$ cat src/rtl/mem_region_mux.sv
// Address decoder and read-data steering for the shared memory port: splits the port
// across 2**IDX_W regions, stalls for 2-cycle regions and records unmapped accesses.
module mem_region_mux #(
    parameter int unsigned IDX_W = 2,
    parameter int unsigned SEL_LO = 17,
    parameter logic [(2**IDX_W)-1:0] REGION_EN = 4'b0011,
    parameter logic [(2**IDX_W)-1:0] REGION_LAT2 = 4'b0000,
    parameter int unsigned BOOT_REGION = 1
) (
    input  logic                          clk,
    input  logic                          rst,
    input  logic                          cpu_valid,
    input  logic                          cpu_write,
    input  logic [3:0]                    cpu_wmask,
    input  logic [31:0]                   cpu_addr,
    output logic [31:0]                   cpu_rdata,
    output logic                          cpu_ready,
    output logic                          cpu_fault,
    output logic [(2**IDX_W)-1:0]         reg_write,
    output logic [4*(2**IDX_W)-1:0]       reg_wmask,
    output logic [31:0]                   reg_addr,
    input  logic [32*(2**IDX_W)-1:0]      reg_rdata,
    output logic [31:0]                   fault_addr,
    output logic [7:0]                    fault_cnt
);

    typedef enum logic {ST_IDLE, ST_WAIT} state_t;

    state_t           state;
    logic [IDX_W-1:0] idx;
    logic [IDX_W-1:0] q_sel;
    logic             q_unmapped;
    logic             hit;
    logic             accept;
    logic             read_acc;

    assign idx      = cpu_addr[SEL_LO +: IDX_W];
    // Address bits above the index field must be zero, otherwise the access aliases nowhere.
    assign hit      = REGION_EN[idx] && ((cpu_addr >> (SEL_LO + IDX_W)) == 32'd0);
    assign accept   = cpu_valid && cpu_ready;
    assign read_acc = accept && !cpu_write;
    assign reg_addr = cpu_addr;

    always_comb begin
        reg_write = '0;
        reg_wmask = '0;
        if (accept && cpu_write && hit) begin
            reg_write[idx]        = 1'b1;
            reg_wmask[4*idx +: 4] = cpu_wmask;
        end
    end

    assign cpu_rdata = q_unmapped ? '0 : reg_rdata[32*q_sel +: 32];

    always_ff @(posedge clk or posedge rst) begin
        if (rst) begin
            state      <= ST_IDLE;
            q_sel      <= IDX_W'(BOOT_REGION);
            q_unmapped <= 1'b0;
            cpu_ready  <= 1'b1;
            cpu_fault  <= 1'b0;
            fault_addr <= '0;
            fault_cnt  <= '0;
        end else begin
            cpu_fault <= accept && !hit;
            if (accept && !hit) begin
                fault_addr <= cpu_addr;
                if (fault_cnt != '1)
                    fault_cnt <= fault_cnt + 8'd1;
            end
            if (read_acc) begin
                q_sel      <= idx;
                q_unmapped <= !hit;
            end
            case (state)
                ST_IDLE: begin
                    if (read_acc && hit && REGION_LAT2[idx]) begin
                        state     <= ST_WAIT;
                        cpu_ready <= 1'b0;
                    end
                end
                ST_WAIT: begin
                    state     <= ST_IDLE;
                    cpu_ready <= 1'b1;
                end
                default: begin
                    state     <= ST_IDLE;
                    cpu_ready <= 1'b1;
                end
            endcase
        end
    end

endmodule

$ cat config.mk
export PLATFORM = sky130hd
export DESIGN_NAME = mem_region_mux
export DESIGN_NICKNAME = d
export VERILOG_FILES = /design/src/rtl/mem_region_mux.sv
export SDC_FILE = /design/constraint.sdc
export NUM_CORES = 1
export LEC_CHECK = 0
export ABC_AREA = 1
export CAP_MARGIN = 10
export CORE_AREA = 3 3 114 116
export DETAILED_ROUTE_END_ITERATION = 10
export DIE_AREA = 0 0 117 119
export HOLD_SLACK_MARGIN = 0.1
export PLACE_DENSITY_LB_ADDON = 0.2
export SLEW_MARGIN = 20
export SYNTH_ARGS = -nofsm -noshare
export SYNTH_HDL_FRONTEND = slang
export SYNTH_SLANG_ARGS = --single-unit
$ cat constraint.sdc
create_clock -name clk -period 2.05 [get_ports clk]
set_input_delay 0.41 -clock clk [delete_from_list [all_inputs] [get_ports clk]]
set_output_delay 0.41 -clock clk [all_outputs]
set_load 0.005 [all_outputs]
# After elaboration in Yosys (flattened, before gate mapping)
# Cells that the tools add are included.
# Widths: inputs -> output; s select.
[totals]
ff_bits = 46
latch_bits = 0
ram_bits = 0
romBits = 0
inputBits = 168
out_inout_bits = 126
word_cells = 44
mem_count = 0
[op_classes]
n_addsub = 2
multipliers = 0
div_mod_pow = 0
magnitude_cmp = 2
eq_ne = 2
shift = 3
muxes = 13
bitwise = 2
reduce_logical = 13
[ops]
columns = ["op", "count"]
rows = [
  ["$shiftx 128x8->32", 1],
  ["$neg 4->34", 1],
  ["$shift 4x34->16 const A", 1],
  ["$shiftx 4x34->16", 1],
  ["$logic_not 32->1", 1],
  ["$mux 32", 1],
  ["$and 16x16->16", 1],
  ["$mux 16", 1],
  ["$logic_and 1x1->1", 9],
  ["$add 8x1->8 const B", 1],
  ["$ne 8x8->1 const B", 1],
  ["$mux 1", 5],
  ["$bmux 1 s2", 2],
  ["$mux 4", 1],
  ["$pmux 1 s2", 2],
  ["$lt 2x3->1 const B", 1],
  ["$demux 1 s2", 1],
  ["$ge 2x1->1 const B", 1],
  ["$logic_not 1->1", 2],
  ["$ne 2x2->1 const B", 1],
  ["$reduce_and 2->1", 1],
  ["$not 1->1", 1],
]

# Logic depth before layout (Yosys ltp)
# Gate-level depths: netlist of run 1.
[depth]
depth_word = 7
depth_mapped = 10
ltp_nobuf = 8

# Worst setup path after synthesis of run 1
# No wires, ideal clock.
[synth_timing]
path_type = "input to output"
from = "input cpu_addr[17]"
to = "output reg_wmask[6]"
t_arrival_ps = 1282
required_time_ps = 1640
setup_slack_ps = 358
cell_stages = 6
n_path_buf = 0
path_cell_list = "inv_1 -> ha_1 -> nand2_1 -> nor2_1 -> nand4_1 -> nor3_1"
[synth_between]
elab_chain_len = 5
elab_cells_between_ends = 9
cone_classes = "1 x add/sub; 2 x shift; 3 x mux; 1 x bitwise; 2 x reduce/logical"
[synth_rtl]
columns = ["element", "line", "rtl"]
rows = [
  ["from (decl)", "15", "input logic [31:0] cpu_addr,"],
  ["branches (longest 4 deep; another with $neg 4->34)", "-", ""],
  ["$mux 16 (*)", "47", "if (accept && cpu_write && hit) begin"],
  ["to (decl)", "20", "output logic [4*(2**IDX_W)-1:0] reg_wmask,"],
]
# Every way passes the cells marked *. The select of a mux whose other input is x is not followed.

# Worst setup path after layout of run 1
[layout_timing]
from = "register q_sel[0]"
to = "output cpu_rdata[21]"
[layout_between]
elab_chain_len = 2
[layout_rtl]
columns = ["element", "line", "rtl"]
rows = [
  ["from (decl)", "31", "logic [IDX_W-1:0] q_sel;"],
  ["from (signal assigned)", "58", "q_sel <= IDX_W'(BOOT_REGION);"],
  ["from (signal assigned)", "72", "q_sel <= idx;"],
  ["$shiftx 128x8->32", "53", "assign cpu_rdata = q_unmapped ? '0 : reg_rdata[32*q_sel +: 32];"],
  ["$mux 32", "53", ""],
  ["to (decl)", "16", "output logic [31:0] cpu_rdata,"],
]
# Every way passes these cells.

==> impl_metrics.csv, run 1 <==
group,metric,value,unit
min_path,worstHoldPathType,"input port to register",
critical_path,cp.arrival,1680,ps
sta,rsz0062_at_grt,"true",
floorplan,rows,40,
flow_run,max_cap_viol_count,0,
critical_path,r2r.worst_path.cells,5,
sta,fin_skew,0.8664,ps
yosys,ys_top_cells_by_area,"dfrtp_1, nor2_1, nand2_1",
global_route,grt_pass1_wl,24410,microns
min_path,min-delay-start,"cpu_addr[22]",
critical_path,startpoint_type,"register",
placed_design,io_buffer_count,292,
yosys,synth_common_cells,"nor2_1, nand2_1, o21ai_0, dfrtp_1, buf_4",
route,wl_met1,6096,microns
yosys,yosysTopAreaCell,"dfrtp_1",
sta,maxSlewViolCount,0,
yosys,ys_seq_elements,44,
floorplan,die_y,119,microns
clock_network,cts-root-buf,"clkbuf_16",
clock_network,clk_latency,280,ps
yosys,muxShareOfSynthArea,0,%
yosys,synth-simple-area-share,35.95,%
floorplan,pin_count,294,
route,drc,0,
floorplan,die_area,13920,sq um
critical_path,r2r-end,"fault_cnt[7]",
yosys,synth_top_family_by_area,"simple AND/OR/NAND/NOR gates",
floorplan,die_width,117,microns
floorplan,coreArea,12010,sq um
yosys,yosysSeqAreaShare,31.26,%
critical_path,required,1640,ps
global_route,grt_pass1_vias,4756,
pwr,total_power,3.660,mW
pwr,power.density,524.7,nW/um^2
sta,fin_hold_ws,398.9,ps
yosys,synth.distinct_cells,28,
route,drt_pass1_iterations,4,
yosys,synth_compound_area_share,14.76,%
global_route,grt_antenna_before_repair,1,
yosys,syn_nets,742,
cells_and_area,layout.nets,1033,
global_route,grt_max_degree,34,
yosys,synth.most_common_cell,"nor2_1",
global_route,overflow,0,
critical_path,rr_startpoint,"fault_cnt[0]",
min_path,hold_depth,3,
status,violations,"setup timing",
critical_path,endpoint_kind,"output port",
route,ant_nets,0,
yosys,synth_top_cell_area_share,30.52,%
route,routed.top_layer,"met5",
critical_path,critPathKind,"register to output port",
yosys,netlist_instances,566,
critical_path,r2r_setup_slack,590,ps
sta,fin_ws,-42.42,ps
route,dr_wl_met2,8318,microns
placed_design,place_congestion,0.8531,
min_path,min_to,"fault_addr[22]",
yosys,yosysWarnings,0,
floorplan,start_util,29.35,%
route,drtIter0Drc,191,
global_route,grt_usage,22.01,%
yosys,async_flop_share,100.0,%
clock_network,clk_path_buf_depth,2,
cells_and_area,drive_above_1_share,20.98,%
pwr,peakVddDrop,416.0,uV
cells_and_area,syn_to_final_growth,97.84,%
yosys,synth_adder_area_share,2.839,%
clock_network,path_clk_slew,60,ps
sta,fmax,477.9,MHz
sta,hold_viol_final,0,
sta,period_share,102.1,%
route,vias,4811,
sta,fin_crit,2092,ps
route,finalWirelength,16510,microns
cells_and_area,antennaDiodeCount,0,
sta,setup_viol,7,
route,post_drt_wl_per_cell,16.43,microns
route,wl_met3,1620,microns
critical_path,crit_path_max_fanout,5,
yosys,synth-edff-count,0,
status,status,"complete, but fails checks",
clock_network,clock-sinks,44,
route,viasPerCell,4.787,
yosys,avgSynthCellArea,6.229,sq um
yosys,synth_area,3526,sq um
clock_network,numCtsBuffers,5,
yosys,synth_ff_type,"dfrtp_1",
clock_network,htreeDepth,2,
placed_design,dp_hpwl,12180,microns
pwr,p_leak,3.233,nW
yosys,synth_xor_area_share,0.7452,%
clock_network,tritoncts,"built",
-- metal layers --
metal / GRT usage, % / up-vias
met1: 24.01 / 2203
met3: 7.368 / 32
met2: 39.86 / 221
met5: 0 / -
met4: 6.165 / 2
li1: - / 2353
-- cell usage in the layout, fill, tap and decap left out, types with 2 or more instances in the layout --
cell type,n
nand2_2,3
xnor2_1,2
nand3_2,2
o21ai_2,3
nor2_2,9
nand2_4,2
clkbuf_2,15
buf_12,10
clkbuf_16,5
inv_2,5
nor3_1,2
nor3_4,4
dfrtp_1,43
ha_4,3
inv_1,16
nand2_1,126
buf_6,11
dlygate4sd2_1,6
nand4_1,12
nand3_1,4
o21ai_1,55
clkdlybuf4s50_1,223
nor2_4,4
a21oi_1,31
buf_8,2
buf_16,3
inv_4,5
o21ai_0,13
buf_4,35
ha_1,5
nor2_1,135
buf_2,45
nor3_2,7
-- what timing repair did --
item | CTS | global route
setup buffers | 15 | 2
cloned | 5 | 0
gates resized for setup | 300 | 82
hold buffers | 0 | 0
pin swaps | 40 | 45
setup endpoints to repair | 54 | 50
-- registers in the layout, indices dropped and copies added, names as in the netlist --
register and flops:
cpu_fault 1, fault_addr 32, fault_cnt 8, q_sel 2
q_unmapped 1
-- worst max-delay path, stage by stage (launching register included) --
cell     delay, ps
dfstp_2        570
buf_8          140
buf_12         120
buf_16         100
nor2_1          40
nor2_1          70
o21ai_1         70
a21oi_1        140
buf_2          140
-- metrics by stage --
stage	area [sq um]	utilization, %	setup slack (ps)	TNS [ps]	std cells
global placement	6613	55.05	-711.4	-16100	978
finish	6975	58.07	-42.42	-212.9	1005
CTS	6934	57.73	-73.22	-1001	1005
global route	6975	58.07	-157.1	-2379	1005
floorplan	3526	-	358.3	0	566
detailed placement	6613	55.05	-791.0	-18370	978
-- power by group --
group          switching (mW)  leakage (nW)  internal [mW]
Clock                   0.326        0.0701          0.485
Combinational           0.768          2.62          0.996
Sequential              0.108         0.541          0.977
-- final cells by class --
cell class | count | area, sq um
Clock inverter | 1 | 7.507
Timing Repair Buffer | 351 | 3294
Inverter | 26 | 110.1
Clock buffer | 7 | 142.6
Multi-Input combinational cell | 429 | 2135
Sequential cell | 44 | 1102
Fill cell | 1109 | 5036
Tap cell | 147 | 183.9
-- worst max path at each step --
stage                 start       endpoint  depth (start not counted)
2_1_floorplan  cpu_addr[17]   reg_wmask[6]                          6
3_3_place_gp   cpu_addr[18]   reg_wmask[6]                          8
3_5_place_dp   cpu_addr[17]   reg_wmask[3]                          8
4_1_cts            q_sel[0]   cpu_rdata[7]                          8
5_1_grt            q_sel[0]  cpu_rdata[21]                          8
6_report           q_sel[0]  cpu_rdata[21]                          8
-- logic make-up (layout without fill, tap and decap cells) --
family          after synthesis  in the layout
compound gates              104            104
xor+xnor                      3              3
fa+ha+maj                     8              8
buf+inv                      93            385
flops                        44             44
other cells                   1              1
simple gates                313            313
(Power assumes the default switching activity.)
==> run 2: changes to the inputs <==
Settings changed: CORE_AREA 3 3 114 116 to 2 2 113 115, DIE_AREA 0 0 117 119 to 0 0 115 117.
Clock period 2.05 ns to 2.5 ns, I/O delays scaled along.
==> impl_metrics.csv, run 2 (same netlist as run 1, synthesis figures left out) <==
group,metric,value,unit
cells_and_area,fin_util,56.44,%
global_route,grt_pass1_vias,4457,
min_path,worstHoldPathType,"register to register",
sta,fin_crit,2411,ps
critical_path,crit_path_max_fanout,9,
route,finalWirelength,15490,microns
critical_path,cp-startpoint,"cpu_write",
pwr,peakVddDrop,445.8,uV
cells_and_area,layout.nets,1021,
pwr,power.density,438.5,nW/um^2
cells_and_area,seq_area,1102,sq um
status,status,"finished, final reports clean",
route,drc,0,
critical_path,crit_chain,"clkdlybuf4s50_1, nand2_1, inv_2, buf_4, nand3_2, buf_6, nor3_1, dlygate4sd2_1",
sta,fmax,414.8,MHz
route,drt_pass1_iterations,6,
cells_and_area,final_cell_mix,"clkdlybuf4s50_1, nor2_1, nand2_1",
floorplan,die_y,117,microns
floorplan,start_util,28.64,%
cells_and_area,syn_to_final_growth,97.09,%
global_route,grt_antenna_before_repair,0,
floorplan,rows,41,
floorplan,coreArea,12310,sq um
cells_and_area,largest_reg_flops,32,
sta,hold_viol_final,0,
critical_path,startpoint_type,"input port",
sta,worstMarginPinSlew,507.3,ps
sta,setup_viol,0,
floorplan,die_area,13460,sq um
clock_network,numCtsBuffers,5,
route,viasPerCell,4.717,
route,vias,4698,
critical_path,max_stage_delay,480,ps
global_route,grt_usage,21.10,%
clock_network,path_clk_slew,60,ps
clock_network,clk_latency,280,ps
critical_path,required,2000,ps
cells_and_area,drive_above_1_share,9.929,%
clock_network,htreeDepth,2,
critical_path,cp_top_family,"buffers and inverters",
cells_and_area,layout_commonest_cell,"clkdlybuf4s50_1",
pwr,p_leak,3.364,nW
sta,maxSlewViolCount,0,
critical_path,critPathKind,"input port to output port",
clock_network,clock-sinks,44,
critical_path,rr_startpoint,"fault_cnt[0]",
route,ant_nets,0,
cells_and_area,multi_input_area,1968,sq um
global_route,grt_max_degree,66,
placed_design,dp_cells,973,
clock_network,hold_buffers,0,
critical_path,slowest_stage,"clkdlybuf4s50_1",
clock_network,cts-root-buf,"clkbuf_16",
global_route,grt_pass1_wl,22600,microns
clock_network,clk_path_buf_depth,2,
route,drtIter0Drc,258,
global_route,overflow,0,
critical_path,critPathBufInv,5,
floorplan,pin_count,294,
cells_and_area,fillers,1146,
sta,period_share,96.43,%
placed_design,dp_hpwl,11410,microns
critical_path,endpoint_kind,"output port",
placed_design,io_buffer_count,292,
min_path,min-delay-start,"fault_addr[28]",
cells_and_area,top_regs,"fault_addr (32), fault_cnt (8), q_sel (2)",
placed_design,place_congestion,0.8937,
cells_and_area,largest_register,"fault_addr",
sta,fin_skew,0.5491,ps
clock_network,tritoncts,"built",
flow_run,max_cap_viol_count,0,
floorplan,die_width,115,microns
critical_path,cp.arrival,1910,ps
cells_and_area,stdcell_count,996,
cells_and_area,antennaDiodeCount,0,
sta,slew_headroom,66.13,%
route,post_drt_wl_per_cell,15.55,microns
-- run 2: worst paths after layout --
path,endpoint,slack [ps],depth (start not counted)
min in group asynchronous,fault_addr[12],560,2
worst max register to register,fault_cnt[5],1010,5
worst min-delay path,fault_addr[28],480,2
max in group asynchronous,fault_addr[16],1330,3
worst max-delay path,reg_wmask[8],90,8
worst min register to register,fault_addr[28],480,2
-- run 2: worst min-delay path: stages (launching register included) --
cell     delay (ps)
dfrtp_1         340
nand2_1          50
nand2_1          50
-- run 2: layout make-up --
class / count / share of cell area (%)
clock buffer: 7 / 2.197
clock inverter: 1 / 0.4321
inverter: 26 / 1.404
multi-input combinational: 429 / 28.32
sequential: 44 / 15.86
tap: 150 / 2.701
timing repair buffer: 339 / 49.08
-- run 2: through the flow --
| step | instance area, sq um | hold WS, ps | power [mW] | setup slack [ps] | TNS (ps) |
|---|---|---|---|---|---|
| after floorplan | 3526 | 472.4 | 1.431 | 628.3 | 0 |
| after global placement | 6506 | 462.3 | 2.189 | -464.1 | -6798 |
| after detailed placement | 6506 | 464.6 | 2.212 | -488.5 | -8317 |
| after CTS | 6873 | 481.3 | 3.069 | -202.1 | -594.8 |
| after global routing | 6949 | 495.2 | 3.240 | -10.48 | -15.84 |
| final | 6949 | 476.0 | 3.047 | 89.14 | 0 |
-- run 2: power breakdown --
group | internal, mW | total, mW | switching (mW)
logic | 0.785 | 1.35 | 0.569
clock network | 0.526 | 0.803 | 0.277
registers | 0.801 | 0.890 | 0.0893
-- run 2: layer usage --
metal	vias to the layer above	share of wire, %	global-route usage (%)
li1	2332	-	-
met1	2133	39	24.22
met2	206	50	39.45
met4	0	2.3	5.622
met3	27	8.1	4.840
met5	-	0	0
-- run 2: what timing repair did --
| item | CTS | global route |
|---|---|---|
| pin swaps | 9 | 14 |
| endpoints found under the setup margin | 52 | 23 |
| resized for setup | 75 | 27 |
| cloned | 4 | 0 |
| setup buffers | 7 | 5 |
| endpoints found under the hold margin | 0 | 0 |
